### src/rtl/alu_issue_if.sv
// Bundle of the decode-side, ALU-side and writeback-side signals of the
// integer ALU issue/writeback front end. The unit itself uses the slave
// modport; the surrounding pipeline (decode, ALU, register file) uses master.
interface alu_issue_if #(
   parameter int XPR_LEN      = 64,
   parameter int ALU_OP_WIDTH = 4
);
   logic                    in_valid;
   logic                    in_ready;
   logic [6:0]              in_opcode;
   logic [2:0]              in_funct3;
   logic [6:0]              in_funct7;
   logic [4:0]              in_rd;
   logic [XPR_LEN-1:0]      in_rs1_val;
   logic [XPR_LEN-1:0]      in_rs2_val;
   logic [XPR_LEN-1:0]      in_imm;
   logic [XPR_LEN-1:0]      in_pc;
   logic [ALU_OP_WIDTH-1:0] alu_op;
   logic [XPR_LEN-1:0]      alu_rs1;
   logic [XPR_LEN-1:0]      alu_rs2;
   logic                    alu_en;
   logic [XPR_LEN-1:0]      alu_rd;
   logic                    wb_valid;
   logic                    wb_ready;
   logic [4:0]              wb_rd;
   logic [XPR_LEN-1:0]      wb_data;
   logic                    wb_we;
   logic                    wb_illegal;
   logic                    busy;

   modport master (
      output in_valid, in_opcode, in_funct3, in_funct7, in_rd,
             in_rs1_val, in_rs2_val, in_imm, in_pc, alu_rd, wb_ready,
      input  in_ready, alu_op, alu_rs1, alu_rs2, alu_en,
             wb_valid, wb_rd, wb_data, wb_we, wb_illegal, busy
   );

   modport slave (
      input  in_valid, in_opcode, in_funct3, in_funct7, in_rd,
             in_rs1_val, in_rs2_val, in_imm, in_pc, alu_rd, wb_ready,
      output in_ready, alu_op, alu_rs1, alu_rs2, alu_en,
             wb_valid, wb_rd, wb_data, wb_we, wb_illegal, busy
   );
endinterface

### src/rtl/alu_issue.sv
// Issue/writeback front end for the BEAN integer ALU. Takes one decoded RV64I
// integer instruction, drives the ALU for a single cycle, captures and
// (for W forms) sign-extends the result, then offers it to the register file.
module alu_issue #(
   parameter int XPR_LEN      = 64,
   parameter int W_LEN        = 32,
   parameter int ALU_OP_WIDTH = 4
) (
   input  logic       clk,
   input  logic       rst,
   alu_issue_if.slave bus
);
   localparam logic [ALU_OP_WIDTH-1:0] ALU_OP_ADD  = ALU_OP_WIDTH'(0);
   localparam logic [ALU_OP_WIDTH-1:0] ALU_OP_SUB  = ALU_OP_WIDTH'(1);
   localparam logic [ALU_OP_WIDTH-1:0] ALU_OP_SLL  = ALU_OP_WIDTH'(2);
   localparam logic [ALU_OP_WIDTH-1:0] ALU_OP_SLT  = ALU_OP_WIDTH'(3);
   localparam logic [ALU_OP_WIDTH-1:0] ALU_OP_SLTU = ALU_OP_WIDTH'(4);
   localparam logic [ALU_OP_WIDTH-1:0] ALU_OP_XOR  = ALU_OP_WIDTH'(5);
   localparam logic [ALU_OP_WIDTH-1:0] ALU_OP_SRL  = ALU_OP_WIDTH'(6);
   localparam logic [ALU_OP_WIDTH-1:0] ALU_OP_SRA  = ALU_OP_WIDTH'(7);
   localparam logic [ALU_OP_WIDTH-1:0] ALU_OP_OR   = ALU_OP_WIDTH'(8);
   localparam logic [ALU_OP_WIDTH-1:0] ALU_OP_AND  = ALU_OP_WIDTH'(9);

   localparam logic [6:0] OPC_OP        = 7'b0110011;
   localparam logic [6:0] OPC_OP_IMM    = 7'b0010011;
   localparam logic [6:0] OPC_OP_32     = 7'b0111011;
   localparam logic [6:0] OPC_OP_IMM_32 = 7'b0011011;
   localparam logic [6:0] OPC_LUI       = 7'b0110111;
   localparam logic [6:0] OPC_AUIPC     = 7'b0010111;

   localparam logic [1:0] ST_IDLE  = 2'd0;
   localparam logic [1:0] ST_ISSUE = 2'd1;
   localparam logic [1:0] ST_CAPT  = 2'd2;
   localparam logic [1:0] ST_WB    = 2'd3;

   logic [1:0]              state;
   logic [ALU_OP_WIDTH-1:0] op_r;
   logic [XPR_LEN-1:0]      rs1_r;
   logic [XPR_LEN-1:0]      rs2_r;
   logic                    en_r;
   logic                    w_r;
   logic [4:0]              rd_r;
   logic                    we_r;
   logic                    ill_r;
   logic [XPR_LEN-1:0]      data_r;

   logic [ALU_OP_WIDTH-1:0] dec_op;
   logic [XPR_LEN-1:0]      dec_rs1;
   logic [XPR_LEN-1:0]      dec_rs2;
   logic                    dec_legal;
   logic                    dec_w;
   logic                    is_imm;
   logic                    f7_zero;
   logic                    f7_alt;

   assign is_imm  = (bus.in_opcode == OPC_OP_IMM) || (bus.in_opcode == OPC_OP_IMM_32);
   assign f7_zero = (bus.in_funct7 == 7'b0000000);
   assign f7_alt  = (bus.in_funct7 == 7'b0100000);

   // Decode the incoming instruction into an ALU op, operand pair and legality.
   // W right shifts pre-extend rs1 from bit 31 so a 64-bit ALU shift yields the
   // correct low word (sign fill for SRAW, zero fill for SRLW).
   always_comb begin
      dec_op    = ALU_OP_ADD;
      dec_rs1   = bus.in_rs1_val;
      dec_rs2   = bus.in_rs2_val;
      dec_legal = 1'b0;
      dec_w     = 1'b0;
      case (bus.in_opcode)
         OPC_OP, OPC_OP_IMM: begin
            if (is_imm) dec_rs2 = bus.in_imm;
            case (bus.in_funct3)
               3'b000: begin
                  dec_legal = is_imm || f7_zero || f7_alt;
                  if (!is_imm && f7_alt) dec_op = ALU_OP_SUB;
               end
               3'b001: begin
                  dec_op    = ALU_OP_SLL;
                  dec_legal = is_imm ? (bus.in_funct7[6:1] == 6'b000000) : f7_zero;
               end
               3'b010: begin
                  dec_op    = ALU_OP_SLT;
                  dec_legal = is_imm || f7_zero;
               end
               3'b011: begin
                  dec_op    = ALU_OP_SLTU;
                  dec_legal = is_imm || f7_zero;
               end
               3'b100: begin
                  dec_op    = ALU_OP_XOR;
                  dec_legal = is_imm || f7_zero;
               end
               3'b101: begin
                  dec_op    = bus.in_funct7[5] ? ALU_OP_SRA : ALU_OP_SRL;
                  dec_legal = is_imm ? ((bus.in_funct7[6:1] == 6'b000000) ||
                                        (bus.in_funct7[6:1] == 6'b010000))
                                     : (f7_zero || f7_alt);
               end
               3'b110: begin
                  dec_op    = ALU_OP_OR;
                  dec_legal = is_imm || f7_zero;
               end
               default: begin
                  dec_op    = ALU_OP_AND;
                  dec_legal = is_imm || f7_zero;
               end
            endcase
         end
         OPC_OP_32, OPC_OP_IMM_32: begin
            dec_w = 1'b1;
            if (is_imm) dec_rs2 = bus.in_imm;
            case (bus.in_funct3)
               3'b000: begin
                  dec_legal = is_imm || f7_zero || f7_alt;
                  if (!is_imm && f7_alt) dec_op = ALU_OP_SUB;
               end
               3'b001: begin
                  dec_op     = ALU_OP_SLL;
                  dec_legal  = f7_zero;
                  dec_rs2[5] = 1'b0;
               end
               3'b101: begin
                  dec_legal  = f7_zero || f7_alt;
                  dec_rs2[5] = 1'b0;
                  if (f7_alt) begin
                     dec_op  = ALU_OP_SRA;
                     dec_rs1 = {{(XPR_LEN-W_LEN){bus.in_rs1_val[W_LEN-1]}}, bus.in_rs1_val[W_LEN-1:0]};
                  end else begin
                     dec_op  = ALU_OP_SRL;
                     dec_rs1 = {{(XPR_LEN-W_LEN){1'b0}}, bus.in_rs1_val[W_LEN-1:0]};
                  end
               end
               default: dec_legal = 1'b0;
            endcase
         end
         OPC_LUI: begin
            dec_legal = 1'b1;
            dec_rs1   = '0;
            dec_rs2   = bus.in_imm;
         end
         OPC_AUIPC: begin
            dec_legal = 1'b1;
            dec_rs1   = bus.in_pc;
            dec_rs2   = bus.in_imm;
         end
         default: dec_legal = 1'b0;
      endcase
   end

   // Control FSM: accept, pulse the ALU for one cycle, capture its registered
   // result, then hold the writeback until the register file takes it.
   always_ff @(posedge clk or posedge rst) begin
      if (rst) begin
         state  <= ST_IDLE;
         op_r   <= '0;
         rs1_r  <= '0;
         rs2_r  <= '0;
         en_r   <= 1'b0;
         w_r    <= 1'b0;
         rd_r   <= '0;
         we_r   <= 1'b0;
         ill_r  <= 1'b0;
         data_r <= '0;
      end else begin
         case (state)
            ST_IDLE: begin
               if (bus.in_valid) begin
                  rd_r   <= bus.in_rd;
                  we_r   <= dec_legal && (bus.in_rd != 5'd0);
                  ill_r  <= !dec_legal;
                  w_r    <= dec_w;
                  data_r <= '0;
                  if (dec_legal) begin
                     en_r  <= 1'b1;
                     op_r  <= dec_op;
                     rs1_r <= dec_rs1;
                     rs2_r <= dec_rs2;
                     state <= ST_ISSUE;
                  end else begin
                     state <= ST_WB;
                  end
               end
            end
            ST_ISSUE: begin
               en_r  <= 1'b0;
               op_r  <= '0;
               rs1_r <= '0;
               rs2_r <= '0;
               state <= ST_CAPT;
            end
            ST_CAPT: begin
               data_r <= w_r ? {{(XPR_LEN-W_LEN){bus.alu_rd[W_LEN-1]}}, bus.alu_rd[W_LEN-1:0]}
                             : bus.alu_rd;
               state  <= ST_WB;
            end
            default: begin
               if (bus.wb_ready) begin
                  rd_r   <= '0;
                  we_r   <= 1'b0;
                  ill_r  <= 1'b0;
                  data_r <= '0;
                  state  <= ST_IDLE;
               end
            end
         endcase
      end
   end

   assign bus.in_ready   = (state == ST_IDLE);
   assign bus.busy       = (state != ST_IDLE);
   assign bus.wb_valid   = (state == ST_WB);
   assign bus.alu_en     = en_r;
   assign bus.alu_op     = op_r;
   assign bus.alu_rs1    = rs1_r;
   assign bus.alu_rs2    = rs2_r;
   assign bus.wb_rd      = rd_r;
   assign bus.wb_we      = we_r;
   assign bus.wb_illegal = ill_r;
   assign bus.wb_data    = data_r;
endmodule
### src/flat_wrapper.sv
// flat-port wrapper written by rule: the top's interface ports become plain ports
module alu_issue_flat 
#(
   parameter int XPR_LEN      = 64,
   parameter int W_LEN        = 32,
   parameter int ALU_OP_WIDTH = 4
)
  (clk, rst, bus_in_valid, bus_in_opcode, bus_in_funct3, bus_in_funct7, bus_in_rd, bus_in_rs1_val, bus_in_rs2_val, bus_in_imm, bus_in_pc, bus_alu_rd, bus_wb_ready, bus_in_ready, bus_alu_op, bus_alu_rs1, bus_alu_rs2, bus_alu_en, bus_wb_valid, bus_wb_rd, bus_wb_data, bus_wb_we, bus_wb_illegal, bus_busy);
  alu_issue_if #(.XPR_LEN(XPR_LEN), .ALU_OP_WIDTH(ALU_OP_WIDTH)) bus_i ();
  input  logic clk;
  input  logic rst;
  input wire logic [$bits(bus_i.in_valid)-1:0] bus_in_valid;
  input wire logic [$bits(bus_i.in_opcode)-1:0] bus_in_opcode;
  input wire logic [$bits(bus_i.in_funct3)-1:0] bus_in_funct3;
  input wire logic [$bits(bus_i.in_funct7)-1:0] bus_in_funct7;
  input wire logic [$bits(bus_i.in_rd)-1:0] bus_in_rd;
  input wire logic [$bits(bus_i.in_rs1_val)-1:0] bus_in_rs1_val;
  input wire logic [$bits(bus_i.in_rs2_val)-1:0] bus_in_rs2_val;
  input wire logic [$bits(bus_i.in_imm)-1:0] bus_in_imm;
  input wire logic [$bits(bus_i.in_pc)-1:0] bus_in_pc;
  input wire logic [$bits(bus_i.alu_rd)-1:0] bus_alu_rd;
  input wire logic [$bits(bus_i.wb_ready)-1:0] bus_wb_ready;
  output wire logic [$bits(bus_i.in_ready)-1:0] bus_in_ready;
  output wire logic [$bits(bus_i.alu_op)-1:0] bus_alu_op;
  output wire logic [$bits(bus_i.alu_rs1)-1:0] bus_alu_rs1;
  output wire logic [$bits(bus_i.alu_rs2)-1:0] bus_alu_rs2;
  output wire logic [$bits(bus_i.alu_en)-1:0] bus_alu_en;
  output wire logic [$bits(bus_i.wb_valid)-1:0] bus_wb_valid;
  output wire logic [$bits(bus_i.wb_rd)-1:0] bus_wb_rd;
  output wire logic [$bits(bus_i.wb_data)-1:0] bus_wb_data;
  output wire logic [$bits(bus_i.wb_we)-1:0] bus_wb_we;
  output wire logic [$bits(bus_i.wb_illegal)-1:0] bus_wb_illegal;
  output wire logic [$bits(bus_i.busy)-1:0] bus_busy;
  assign bus_i.in_valid = bus_in_valid;
  assign bus_i.in_opcode = bus_in_opcode;
  assign bus_i.in_funct3 = bus_in_funct3;
  assign bus_i.in_funct7 = bus_in_funct7;
  assign bus_i.in_rd = bus_in_rd;
  assign bus_i.in_rs1_val = bus_in_rs1_val;
  assign bus_i.in_rs2_val = bus_in_rs2_val;
  assign bus_i.in_imm = bus_in_imm;
  assign bus_i.in_pc = bus_in_pc;
  assign bus_i.alu_rd = bus_alu_rd;
  assign bus_i.wb_ready = bus_wb_ready;
  assign bus_in_ready = bus_i.in_ready;
  assign bus_alu_op = bus_i.alu_op;
  assign bus_alu_rs1 = bus_i.alu_rs1;
  assign bus_alu_rs2 = bus_i.alu_rs2;
  assign bus_alu_en = bus_i.alu_en;
  assign bus_wb_valid = bus_i.wb_valid;
  assign bus_wb_rd = bus_i.wb_rd;
  assign bus_wb_data = bus_i.wb_data;
  assign bus_wb_we = bus_i.wb_we;
  assign bus_wb_illegal = bus_i.wb_illegal;
  assign bus_busy = bus_i.busy;
  alu_issue #(.XPR_LEN(XPR_LEN), .W_LEN(W_LEN), .ALU_OP_WIDTH(ALU_OP_WIDTH)) u_core (.clk(clk), .rst(rst), .bus(bus_i));
endmodule
### config.mk
export PLATFORM = sky130hd
export DESIGN_NAME = alu_issue_flat
export DESIGN_NICKNAME = d
export VERILOG_FILES = /design/src/rtl/alu_issue_if.sv /design/src/rtl/alu_issue.sv /design/src/flat_wrapper.sv
export SDC_FILE = /design/constraint.sdc
export NUM_CORES = 1
export LEC_CHECK = 0
export ABC_CLOCK_PERIOD_IN_PS = 18000
export CORE_AREA = 2 2 213 215
export DETAILED_ROUTE_END_ITERATION = 12
export DIE_AREA = 0 0 215 217
export PLACE_DENSITY = 0.56
export REMOVE_ABC_BUFFERS = 1
export SLEW_MARGIN = 20
export SYNTH_ARGS = -nofsm -noshare
export SYNTH_HDL_FRONTEND = slang
export SYNTH_SLANG_ARGS = --single-unit
### constraint.sdc
create_clock -name clk -period 18 [get_ports clk]
set_clock_uncertainty 0.15 [all_clocks]
set_input_delay 1.8 -clock clk [delete_from_list [all_inputs] [get_ports clk]]
set_output_delay 1.8 -clock clk [all_outputs]
set_load 0.02 [all_outputs]
# After elaboration in Yosys (flattened, before gate mapping)
# Index checks and enable logic that the tools add are counted.
totals:
  out_inout_bits: 207
  in_bits: 346
  elab_cells: 106
  reg_bits: 207
classes:
  reduce_logical: 29
  muxes: 46
  bitwise_logic: 2
  n_eq_ne: 19
ops:
  columns: ["cell", "n"]
  rows:
  - ["$mux 64", 10]
  - ["$pmux 64 s3", 3]
  - ["$pmux 64 s2", 2]
  - ["$eq 7x6->1 const B", 4]
  - ["$pmux 4 s7", 1]
  - ["$eq 7x5->1 const B", 3]
  - ["$pmux 4 s2", 2]
  - ["$mux 1", 12]
  - ["$pmux 4 s3", 1]
  - ["$mux 5", 2]
  - ["$pmux 5 s2", 1]
  - ["$reduce_or 2->1", 5]
  - ["$eq 3x3->1 const B", 3]
  - ["$pmux 1 s3", 3]
  - ["$reduce_and 3->1", 3]
  - ["$mux 4", 2]
  - ["$logic_not 7->1", 1]
  - ["$eq 3x2->1 const B", 2]
  - ["$eq 6x5->1 const B", 1]
  - ["$logic_not 6->1", 1]
  - ["$mux 2", 3]
  - ["$pmux 1 s2", 3]
  - ["$pmux 2 s3", 1]
  - ["$reduce_bool 2->1", 3]
  - ["other kinds (15)", 24]

# Logic depth before layout (Yosys ltp)
# Gate-level depths: netlist of the first run.
depth:
  word_depth: 10
  ltp_mapped: 10
  mapped_depth_nobuf: 7

# Worst setup path before layout of the first run
# OpenSTA, ideal clock, no wires.
synth_timing:
  kind: "input to register"
  startpoint: "input port bus_in_funct7[3]"
  endpoint: "register u_core.rs1_r[33] (netlist: u_core.bus.alu_rs1[33])"
  path_stages: 8
  setup_ns: 0.128
  setup_slack_ns: 14.236
  t_required_ns: 17.722
  path_buffers: 2
  t_arrival_ns: 3.487
  cell_sequence: "or4_4 -> o31ai_1 -> nand2_1 -> a221oi_2 -> a211oi_2 -> buf_6 -> buf_6 -> o2bb2ai_1"
synth_via:
  elab_chain_cells: 7
  word_cells_on_any_way: 21
  cone_classes: "eq/ne (3); mux (11); reduce/logical (7)"
synth_rtl:
  columns: ["item", "line", "source"]
  rows:
  - ["from (decl)", "flat_wrapper.sv:15", "input wire logic [$bits(bus_i.in_funct7)-1:0] bus_in_funct7;"]
  - ["$eq 7x6->1 (tied with other cells)", "alu_issue.sv:58", "assign f7_alt = (bus.in_funct7 == 7'b0100000);"]
  - ["$logic_or 1x1->1 (tied with other cells)", "alu_issue.sv:97, alu_issue.sv:123", null]
  - ["$mux 1 (tied with other cells)", "alu_issue.sv:95", "dec_legal = is_imm ? ((bus.in_funct7[6:1] == 6'b000000) ||"]
  - ["$pmux 1 s3 (tied with other cells)", "alu_issue.sv:72", "case (bus.in_funct3)"]
  - ["$pmux 1 s3 / $mux 64 (equally long branches)", "alu_issue.sv:69, alu_issue.sv:173", null]
  - ["$ne 2x1->1 (no line) / $mux 64 (equally long branches)", null, null]
  - ["$reduce_and 3->1 (no line) / $pmux 64 s2 (equally long branches)", null, null]
  - ["to (signal assigned)", "alu_issue.sv:176", "rs1_r <= dec_rs1;"]
  - ["to (decl)", "alu_issue.sv:38", "logic [XPR_LEN-1:0] rs1_r;"]
# Parallel ways exist; a longest one is shown, timed or not. The select of a mux whose other input is x is not followed.
# A chain may end at the register's enable or synchronous reset.

# Worst setup path in the final report of the first run
layout_timing:
  startpoint: "input port bus_in_opcode[5]"
  endpoint: "register u_core.en_r (netlist: u_core.bus.alu_en)"
layout_via:
  elab_chain_cells: 8
  word_cells_on_any_way: 19
  cone_classes: "eq/ne (7); mux (5); reduce/logical (7)"
layout_rtl:
  columns: ["item", "line", "source"]
  rows:
  - ["from (decl)", "flat_wrapper.sv:13", "input wire logic [$bits(bus_i.in_opcode)-1:0] bus_in_opcode;"]
  - ["$eq 7x5->1", "alu_issue.sv:56, alu_issue.sv:69", null]
  - ["$logic_or 1x1->1", "alu_issue.sv:56", "assign is_imm = (bus.in_opcode == OPC_OP_IMM) || (bus.in_opcode == OPC_OP_IMM_32);"]
  - ["$logic_or 1x1->1", null, null]
  - ["$logic_or 1x1->1", "alu_issue.sv:74, alu_issue.sv:114", null]
  - ["$pmux 1 s3 (on tied branches)", "alu_issue.sv:112, alu_issue.sv:72", null]
  - ["$pmux 1 s3 (*)", "alu_issue.sv:69", "case (bus.in_opcode)"]
  - ["$ne 2x1->1 (no line) (*)", null, null]
  - ["$reduce_and 3->1 (no line) (*)", null, null]
  - ["to (signal assigned)", "alu_issue.sv:158", "en_r <= 1'b0;"]
  - ["to (signal assigned)", "alu_issue.sv:174", "en_r <= 1'b1;"]
  - ["to (signal assigned)", "alu_issue.sv:185", "en_r <= 1'b0;"]
  - ["to (decl)", "alu_issue.sv:40", "logic en_r;"]
# Mark *: on every way between the ends. The rest lies on a longest branch, timed or not.

==> flow_summary.ini, run 1 <==
[cells_and_area]
finalNetCount = 1782
final_cells = 2053
layout-drive-gt1-share = 0.05028
num-fill-cells = 4573
flow.area_growth_from_synthesis_pct = 70.44

[power]
p_int_w = 0.001107
combinationalPowerShare = 0.346
finalPower_w = 0.001693
power.ir.vdd_worst_v = 0.0001286
power.share.switching = 0.3457
power-per-cell-area_nw_per_um2 = 100.8
power.static_leakage_nw = 6.997
switchingPower_w = 0.0005850
clkPwrFrac = 0.320
share_seq_of_total_power = 0.333

[global_routing]
globalRoute.totalOverflow = 0
grt_first_pass_wirelength_um = 61570
first_global_vias = 9789
groute.usage.overall = 0.1683
pin_count_of_the_biggest_net_entering_global_routing = 129
antenna_found_initial = 5

[worst_setup_path]
worst-setup-path-type = in -> reg
ff2ff_setup_slack_ps = 14580
worst_setup_path_end_kind = flop
worst_r2r_startpoint = u_core.state[1]
regToRegEndpoint = u_core.bus.alu_en
arrival_ps = 5510
critical_path_rt_ps = 18310
worst-path-max-fanout = 79
ff2ff_path_depth = 6
crit_path_start_kind = primary input

[floorplan]
fp.dieH_um = 217
dieArea_sq_um = 46660
die_width_um = 215
i_o_pins = 553
initial_utilization = 0.2203
placementRows = 78
floorplan.core_area_sq_um = 44700

[placement]
detailed_place_hpwl_um = 29630
finalWeightedCongestion = 0.8593
cell_count_after_placement = 2004
place.port_buffers = 552

[synthesis]
yosysUniqueCellTypes = 46
ys_ff_latch = 207
mappedNetlistArea_sq_um = 9848
dominantRegCellSynth = dfrtp_1
syn-instance-count = 923
synth.yosys.seq_area_share = 0.5260
async_reset_ff_frac = 1.000
synth_edf_count = 0
post_synth.cell_area_avg_sq_um = 10.67
total_of_warnings_raised_by_yosys = 0

[timing]
tightest_slew_ps = 1093
rsz0062_at_grt = no
setup_total_negative_slack_ps = 0
slew-limit-headroom = 0.2696
fin_crit_period_ps = 5201
layout_worst_path_cycle_share = 0.2889
setup-violations-final = 0
final-hold-violation-count = 0
fmaxAchievable_mhz = 192.3
report.final.slew_viol_count = 0

[clocking]
tritoncts = done
clock_latency_at_the_later_pin_of_the_worst_skew_pair_ps = 560
clkSinkCount = 207
clock_tree.buffer_depth = 3
postCtsResizedCells = 0
htree_num_levels = 1
clk_transition_reported_paths_ps = 60
cts-hold-fix-buffers = 0
tritoncts.num_buffers = 26
cts_setup_buffers = 0
cts_root_buffer = clkbuf_16

[detailed_routing]
route.vias.total = 9492
routedWlPerCell_um = 19.88
final_antenna_violating_net_count = 0
wirelength_um = 40820
detailedRoute.firstPassIterationCount = 6
drc = 0
drtIter0Drc = 494
viasPerCell = 4.623

[min_path]
hold_path.startpoint = u_core.bus.wb_data[40]
timing.hold.worst_path_depth = 2
worstHoldEndpoint = u_core.bus.wb_data[40]
hold_path_class = reg -> reg

[job]
maxCapViolations = 0

[status]
outcome = finished, final reports clean
-- worst max-delay path, cell delays in order --
cell and delay [ps]:
clkdlybuf4s50_1 460, buf_4 390, nor3_1 220, nor2_4 570, a221oi_2 180, a211oi_4 770
buf_4 810, a21bo_2 250
-- synthesized netlist by cell type, types with 5 or more instances --
cell / n / area [sq um]
a21oi_1: 40 / 200.2
buf_2: 16 / 80.08
mux2i_1: 70 / 700.7
o21ai_0: 106 / 530.5
nand2_1: 117 / 439.2
dfrtp_1: 207 / 5180
inv_1: 5 / 18.77
o2bb2ai_1: 129 / 1130
nor2b_1: 41 / 256.5
clkbuf_1: 58 / 217.7
nor2_1: 6 / 22.52
buf_6: 11 / 123.9
nor3b_1: 34 / 255.2
nor3_1: 9 / 45.04
a221oi_1: 31 / 271.5
-- how the worst max path moves through the flow --
stage	from	to	slack, ps	cells past startpoint
CTS	bus_in_opcode[5]	u_core.bus.alu_en	12790	8
finish	bus_in_opcode[5]	u_core.bus.alu_en	12800	8
global placement	bus_in_opcode[5]	u_core.bus.alu_en	12300	8
global route	bus_in_opcode[5]	u_core.bus.alu_rs2[11]	12550	8
floorplan	bus_in_opcode[6]	u_core.bus.alu_en	6970	6
detailed placement	bus_in_opcode[5]	u_core.bus.alu_en	12210	8
-- area by class of cell --
type | instances | area (sq um) | area share
repair buffers | 567 | 5642 | 0.3361
inverters | 6 | 30.03 | 0.001789
diodes | 1 | 2.502 | 0.0001491
well taps | 600 | 750.7 | 0.04473
flip-flops and latches | 207 | 5180 | 0.3086
clock inverters | 7 | 98.84 | 0.005889
clock buffers | 41 | 797.0 | 0.04748
multi-input cells | 624 | 4284 | 0.2552
-- registers in the layout, summed over array words and instances (netlist names) --
signal	flops
u_core.bus.alu_rs2	64
u_core.bus.alu_op	4
u_core.bus.wb_rd	5
u_core.bus.wb_data	64
u_core.w_r	1
u_core.bus.alu_en	1
u_core.bus.wb_we	1
u_core.bus.alu_rs1	64
u_core.bus.wb_illegal	1
u_core.state	2
-- stage by stage --
step / utilization / area [sq um] / hold slack (ps) / setup slack, ps
after floorplan: - / 9423 / 368.4 / 6967
after global placement: 0.3553 / 15880 / 310.1 / 12300
after detailed placement: 0.3553 / 15880 / 319.1 / 12210
after CTS: 0.3754 / 16780 / 332.6 / 12790
after global routing: 0.3755 / 16780 / 346.2 / 12550
final: 0.3755 / 16780 / 327.6 / 12800
-- logic make-up after synthesis --
logic type,after synthesis,synth area share
compound gates,324,0.2317
mux,70,0.07115
buf+inv,92,0.04548
simple gates,226,0.1206
flops,207,0.5260
fa+ha+maj,4,0.005082
-- metal layers --
metal,track usage,routed length (um),up-vias,share of wire
met5,0,0,-,0
met4,0.03563,783,0,0.019
met3,0.05549,3452,51,0.085
met2,0.2877,19640,382,0.48
met1,0.2071,16950,4625,0.42
li1,-,-,4434,-
-- layout by cell type (no fill, tap or decap), types with 6 or more instances in the layout --
cell             synthesis  final
a21oi_1                 40     39
clkbuf_16                0     26
o2bb2ai_1              129    129
nand2_1                117    116
clkdlybuf4s50_1          0    552
clkbuf_1                58      6
mux2i_1                 70     70
nor3b_1                 34     34
nor3_1                   9      9
o21ai_0                106    106
a221oi_1                31     31
dfrtp_1                207    207
buf_4                    0     14
clkbuf_8                 0      9
nor2b_1                 41     41
-- power groups by stage --
stage / sequential (W) / combinational (W) / clock, W
floorplan: 0.000639 / 0.000220 / 0
global placement: 0.000569 / 0.000586 / 0
detailed placement: 0.000570 / 0.000592 / 0
CTS: 0.000565 / 0.000592 / 0.000562
global route: 0.000572 / 0.000639 / 0.000579
finish: 0.000564 / 0.000586 / 0.000542
Power figures use the tool's default switching activity.
==> run 2: changes to the inputs <==
ABC_CLOCK_PERIOD_IN_PS = 4700   (was 18000)
CORE_AREA = 2 2 216 218   (was 2 2 213 215)
DIE_AREA = 0 0 218 220   (was 0 0 215 217)
PLACE_DENSITY = 0.57   (was 0.56)
clock period = 4.7 ns   (was 18 ns; I/O delays follow)
==> run 2 against run 1 <==
  * Register-to-register slack got worse by 13000 ps
  * Sequential share of layout area barely moved
  * Combinational power rose to 3.8 times the previous value
  * Sequential cell count did not move
  * Total power rose to 3.7 times the previous value
  * Sequential power rose to 3.8 times the previous value
  * Critical path depth rose by 1
  * First-iteration DRC count fell by 19%
  * Worst hold slack got worse by 19 ps
  * Clock-buffer cell count fell by 7
  * Critical endpoint is now u_core.bus.alu_rs1[48]
  * Largest cell class unchanged
  * Highest routed layer is now met5
==> flow_summary.ini, run 2 (synthesis gave the netlist of run 1 again) <==
[global_routing]
first_global_vias = 9400
antenna_found_initial = 2
pin_count_of_the_biggest_net_entering_global_routing = 112
groute.usage.overall = 0.1575
grt_first_pass_wirelength_um = 58460
globalRoute.totalOverflow = 0

[clocking]
cts-hold-fix-buffers = 0
tritoncts = done
clock_tree.buffer_depth = 3
tritoncts.num_buffers = 25
clkSinkCount = 207
postCtsResizedCells = 0
htree_num_levels = 1
cts_setup_buffers = 0
clock_latency_at_the_later_pin_of_the_worst_skew_pair_ps = 530
cts_root_buffer = clkbuf_16
clk_transition_reported_paths_ps = 60

[timing]
layout_worst_path_cycle_share = 0.6600
rsz0062_at_grt = no
slew-limit-headroom = 0.2264
fin_crit_period_ps = 3102
setup-violations-final = 0
fmaxAchievable_mhz = 322.4
final-hold-violation-count = 0
report.final.slew_viol_count = 0
tightest_slew_ps = 1158

[power]
power.static_leakage_nw = 6.998
p_int_w = 0.004153
power.share.switching = 0.3456
power-per-cell-area_nw_per_um2 = 378.1
switchingPower_w = 0.002193
share_seq_of_total_power = 0.341
combinationalPowerShare = 0.355
clkPwrFrac = 0.305
power.ir.vdd_worst_v = 0.0002499

[floorplan]
dieArea_sq_um = 47960
initial_utilization = 0.2147
fp.dieH_um = 220
die_width_um = 218
placementRows = 79
i_o_pins = 553
floorplan.core_area_sq_um = 45860

[min_path]
hold_path_class = in -> async

[worst_setup_path]
crit_family = buffers and inverters
worstPathCellList = clkdlybuf4s50_1 > nor2b_1 > a211oi_1 > a22oi_1 > nor3_1 > a211oi_4 > buf_6 > buf_12 > o2bb2ai_1
worst_r2r_startpoint = u_core.state[1]
crit_path_start_kind = primary input
crit_path_start = bus_in_funct3[2]
critical_path_rt_ps = 5000
arrival_ps = 3400
worst_path_max_delay_cell = clkdlybuf4s50_1
critPathBufInv = 3
worst_setup_path_end_kind = flop
cp_slowest_stage_delay_ps = 700
worst-setup-path-type = in -> reg
worst-path-max-fanout = 108

[cells_and_area]
layout.core_utilization = 0.3659
diodes = 0
flow.area_growth_from_synthesis_pct = 70.42
final_cells = 2055
layout.cells.most_common_list = clkdlybuf4s50_1 (552), dfrtp_1 (207), o2bb2ai_1 (129)
mostFrequentLayoutCell = clkdlybuf4s50_1
layout-drive-gt1-share = 0.04972
finalNetCount = 1783

[detailed_routing]
wirelength_um = 40020
detailedRoute.firstPassIterationCount = 5
viasPerCell = 4.513
routedWlPerCell_um = 19.48
final_antenna_violating_net_count = 0
drtIter0Drc = 398
drc = 0
route.vias.total = 9274

[placement]
detailed_place_hpwl_um = 29360
cell_count_after_placement = 2012
place.port_buffers = 552
finalWeightedCongestion = 0.8408

[job]
maxCapViolations = 0

[status]
outcome = finished, final reports clean
-- run 2: stage by stage --
stage          worst slack (ps)  cell area (sq um)  TNS, ps  hold WS, ps  power [W]
6_report                   1598              16780        0        308.9   0.006347
5_1_grt                    1489              16780        0        339.1   0.006735
4_1_cts                    1396              16770        0        308.9   0.006439
3_5_place_dp              868.9              15960        0        321.1   0.004456
3_3_place_gp              954.5              15930        0        309.9   0.004427
2_1_floorplan             -5003               9423  -947260        368.4   0.003288
-- run 2: power groups by stage --
stage	combinational (W)	sequential, W	clock (W)
finish	0.00225	0.00216	0.00194
global route	0.00247	0.00219	0.00208
CTS	0.00227	0.00216	0.00200
detailed placement	0.00227	0.00218	0
global placement	0.00225	0.00218	0
floorplan	0.000842	0.00245	0
-- run 2: layout make-up --
type | instances | area (sq um)
Clock buffer | 34 | 719.4
Fill cell | 4648 | 29080
Timing Repair Buffer | 569 | 5714
Clock inverter | 8 | 96.34
Multi-Input combinational cell | 624 | 4284
Sequential cell | 207 | 5180
Tap cell | 607 | 759.5
Inverter | 6 | 30.03
-- run 2: worst paths after layout --
kind	to	slack [ps]	cells after the start
hold / removal	u_core.bus.alu_rs2[57]	310	2
min in group clk	u_core.bus.wb_data[38]	330	2
setup reg to reg	u_core.bus.alu_rs1[48]	1660	7
hold reg to reg	u_core.bus.wb_data[38]	330	2
setup / recovery	u_core.bus.alu_rs1[48]	1600	9
max in group asynchronous	u_core.bus.alu_rs1[42]	3030	3
-- run 2: metal layers --
layer  part of all wire  track usage  up-vias
met2               0.49       0.2771      387
met5            0.00032            0        -
li1                   -            -     4430
met4              0.017      0.02993        2
met3              0.094      0.05355       45
met1               0.40       0.1866     4410
==> run 3: changes to the inputs <==
ABC_CLOCK_PERIOD_IN_PS = 3000   (was 4700)
CORE_AREA = 2 2 213 215   (was 2 2 216 218)
DIE_AREA = 0 0 215 217   (was 0 0 218 220)
PLACE_DENSITY = 0.56   (was 0.57)
clock period = 3 ns   (was 4.7 ns; I/O delays follow)
==> run 3 against run 2 <==
  * Sequential share of layout area is 0.51 points lower
  * Clock power is 54% higher
  * Worst hold slack worse by 210 ps
  * First-iteration DRC count is 21% higher
  * Sequential cell count stayed put
  * Total power increased by 58%
  * Clock-buffer cell count grew 4
  * Final cell count increased by 1.1%
  * Register-to-register slack lost 1100 ps
  * Combinational power increased by 64%
  * Wire length increased by 3.0%
  * Final area grew 1.7%
  * Critical path type is now reg -> out
  * Highest routed layer unchanged
==> flow_summary.ini, run 3 (synthesis gave the netlist of run 1 again) <==
[worst_setup_path]
critical_path_rt_ps = 2550
worst_path_max_delay_cell = clkdlybuf4s50_1
worst_setup_path_end_kind = output port
cp_slowest_stage_delay_ps = 640
worst-path-max-fanout = 9
crit_path_start_kind = flop
arrival_ps = 2320
worst-setup-path-type = reg -> out
worstPathCellList = inv_1 > ha_1 > clkinv_1 > clkdlybuf4s50_1

[detailed_routing]
route.vias.total = 9424
wirelength_um = 41200
viasPerCell = 4.535
detailedRoute.firstPassIterationCount = 4
routedWlPerCell_um = 19.83
final_antenna_violating_net_count = 0
drtIter0Drc = 482
drc = 0

[global_routing]
antenna_found_initial = 5
pin_count_of_the_biggest_net_entering_global_routing = 71
globalRoute.totalOverflow = 0
grt_first_pass_wirelength_um = 61780
groute.usage.overall = 0.1699
first_global_vias = 9828

[floorplan]
placementRows = 78
initial_utilization = 0.2203
floorplan.core_area_sq_um = 44700
die_width_um = 215
fp.dieH_um = 217
dieArea_sq_um = 46660
i_o_pins = 553

[clocking]
clk_transition_reported_paths_ps = 60
cts_root_buffer = clkbuf_16
cts-hold-fix-buffers = 0
postCtsResizedCells = 0
clkSinkCount = 207
clock_tree.buffer_depth = 3
tritoncts = done
cts_setup_buffers = 0
htree_num_levels = 1
tritoncts.num_buffers = 26
clock_latency_at_the_later_pin_of_the_worst_skew_pair_ps = 530

[timing]
setup_total_negative_slack_ps = 0
fmaxAchievable_mhz = 361.3
final-hold-violation-count = 0
tightest_slew_ps = 831.3
setup-violations-final = 0
layout_worst_path_cycle_share = 0.9225
slew-limit-headroom = 0.4446
rsz0062_at_grt = no
report.final.slew_viol_count = 0
fin_crit_period_ps = 2767

[placement]
place.port_buffers = 552
placed_area_sq_um = 16250
detailed_place_hpwl_um = 30980
finalWeightedCongestion = 0.8049
cell_count_after_placement = 2029

[power]
power.ir.vdd_worst_v = 0.0003485
power-per-cell-area_nw_per_um2 = 588.3
power.static_leakage_nw = 7.154

[cells_and_area]
layout-drive-gt1-share = 0.06572
mostFrequentLayoutCell = clkdlybuf4s50_1
finish.instance_area_sq_um = 17070
finalNetCount = 1807
final_cells = 2078
layout.core_utilization = 0.3818
layout.cells.most_common_list = clkdlybuf4s50_1 (552), dfrtp_1 (207), o2bb2ai_1 (129)
flow.area_growth_from_synthesis_pct = 73.31

[min_path]
hold_path_class = in -> async

[status]
outcome = finished, final reports clean

[job]
maxCapViolations = 0
## run 3: cell count changes in the layout (fill, tap and decap cells not counted), moves of 3 or more
cell      previous run  this run
buf_12               3        14
clkbuf_1             3         6
clkinv_2             4         7
buf_4               12        26
## run 3: worst max-delay path, delay by kind of cell (launching register included)
kind                     cells  cell delay, ps
buffers and inverters        3            1070
flip-flops                   1             430
adder cells (fa/ha/maj)      1             290
## run 3: metrics by stage
| stage | setup WS (ps) | hold slack [ps] | total power (W) |
|---|---|---|---|
| after floorplan | -6533 | 294.8 | 0.005148 |
| after global placement | -96.90 | 310.4 | 0.007113 |
| after detailed placement | -141.4 | 319.2 | 0.007141 |
| after CTS | 167.5 | 90.11 | 0.01020 |
| after global routing | 81.52 | 132.1 | 0.01062 |
| final | 232.6 | 95.05 | 0.01004 |
## run 3: final timing paths
check                                  startpoint                      to  slack, ps  cells past startpoint
max                               u_core.state[0]                bus_busy        230                      4
min                                           rst  u_core.bus.wb_data[45]        100                      2
max reg2reg                       u_core.state[0]  u_core.bus.alu_rs2[44]        560                      6
min reg2reg                u_core.bus.wb_data[43]  u_core.bus.wb_data[43]        330                      2
max in group asynchronous                     rst  u_core.bus.alu_rs2[58]       1910                      3
min in group clk                   bus_alu_rd[15]  u_core.bus.wb_data[15]        170                      3
## run 3: per-layer routing
layer,track usage,vias up,wire (um)
met5,0,-,27
met1,0.2073,4502,16810
met2,0.2916,388,19980
met4,0.04759,4,1033
met3,0.04990,55,3356
li1,-,4475,-
## run 3: power breakdown
part | switching, W | internal (W)
sequential | 0.000215 | 0.00317
clock | 0.00121 | 0.00176
combinational | 0.00207 | 0.00161
## run 3: layout make-up
type                       count  area, sq um
multi-input combinational    624         4284
clock inverter                 9        50.05
sequential                   207         5180
inverter                       6        30.03
timing repair buffer         592         6001
clock buffer                  38        767.0
tap                          600        750.7
antenna                        2        5.005
fill                        4550        27630
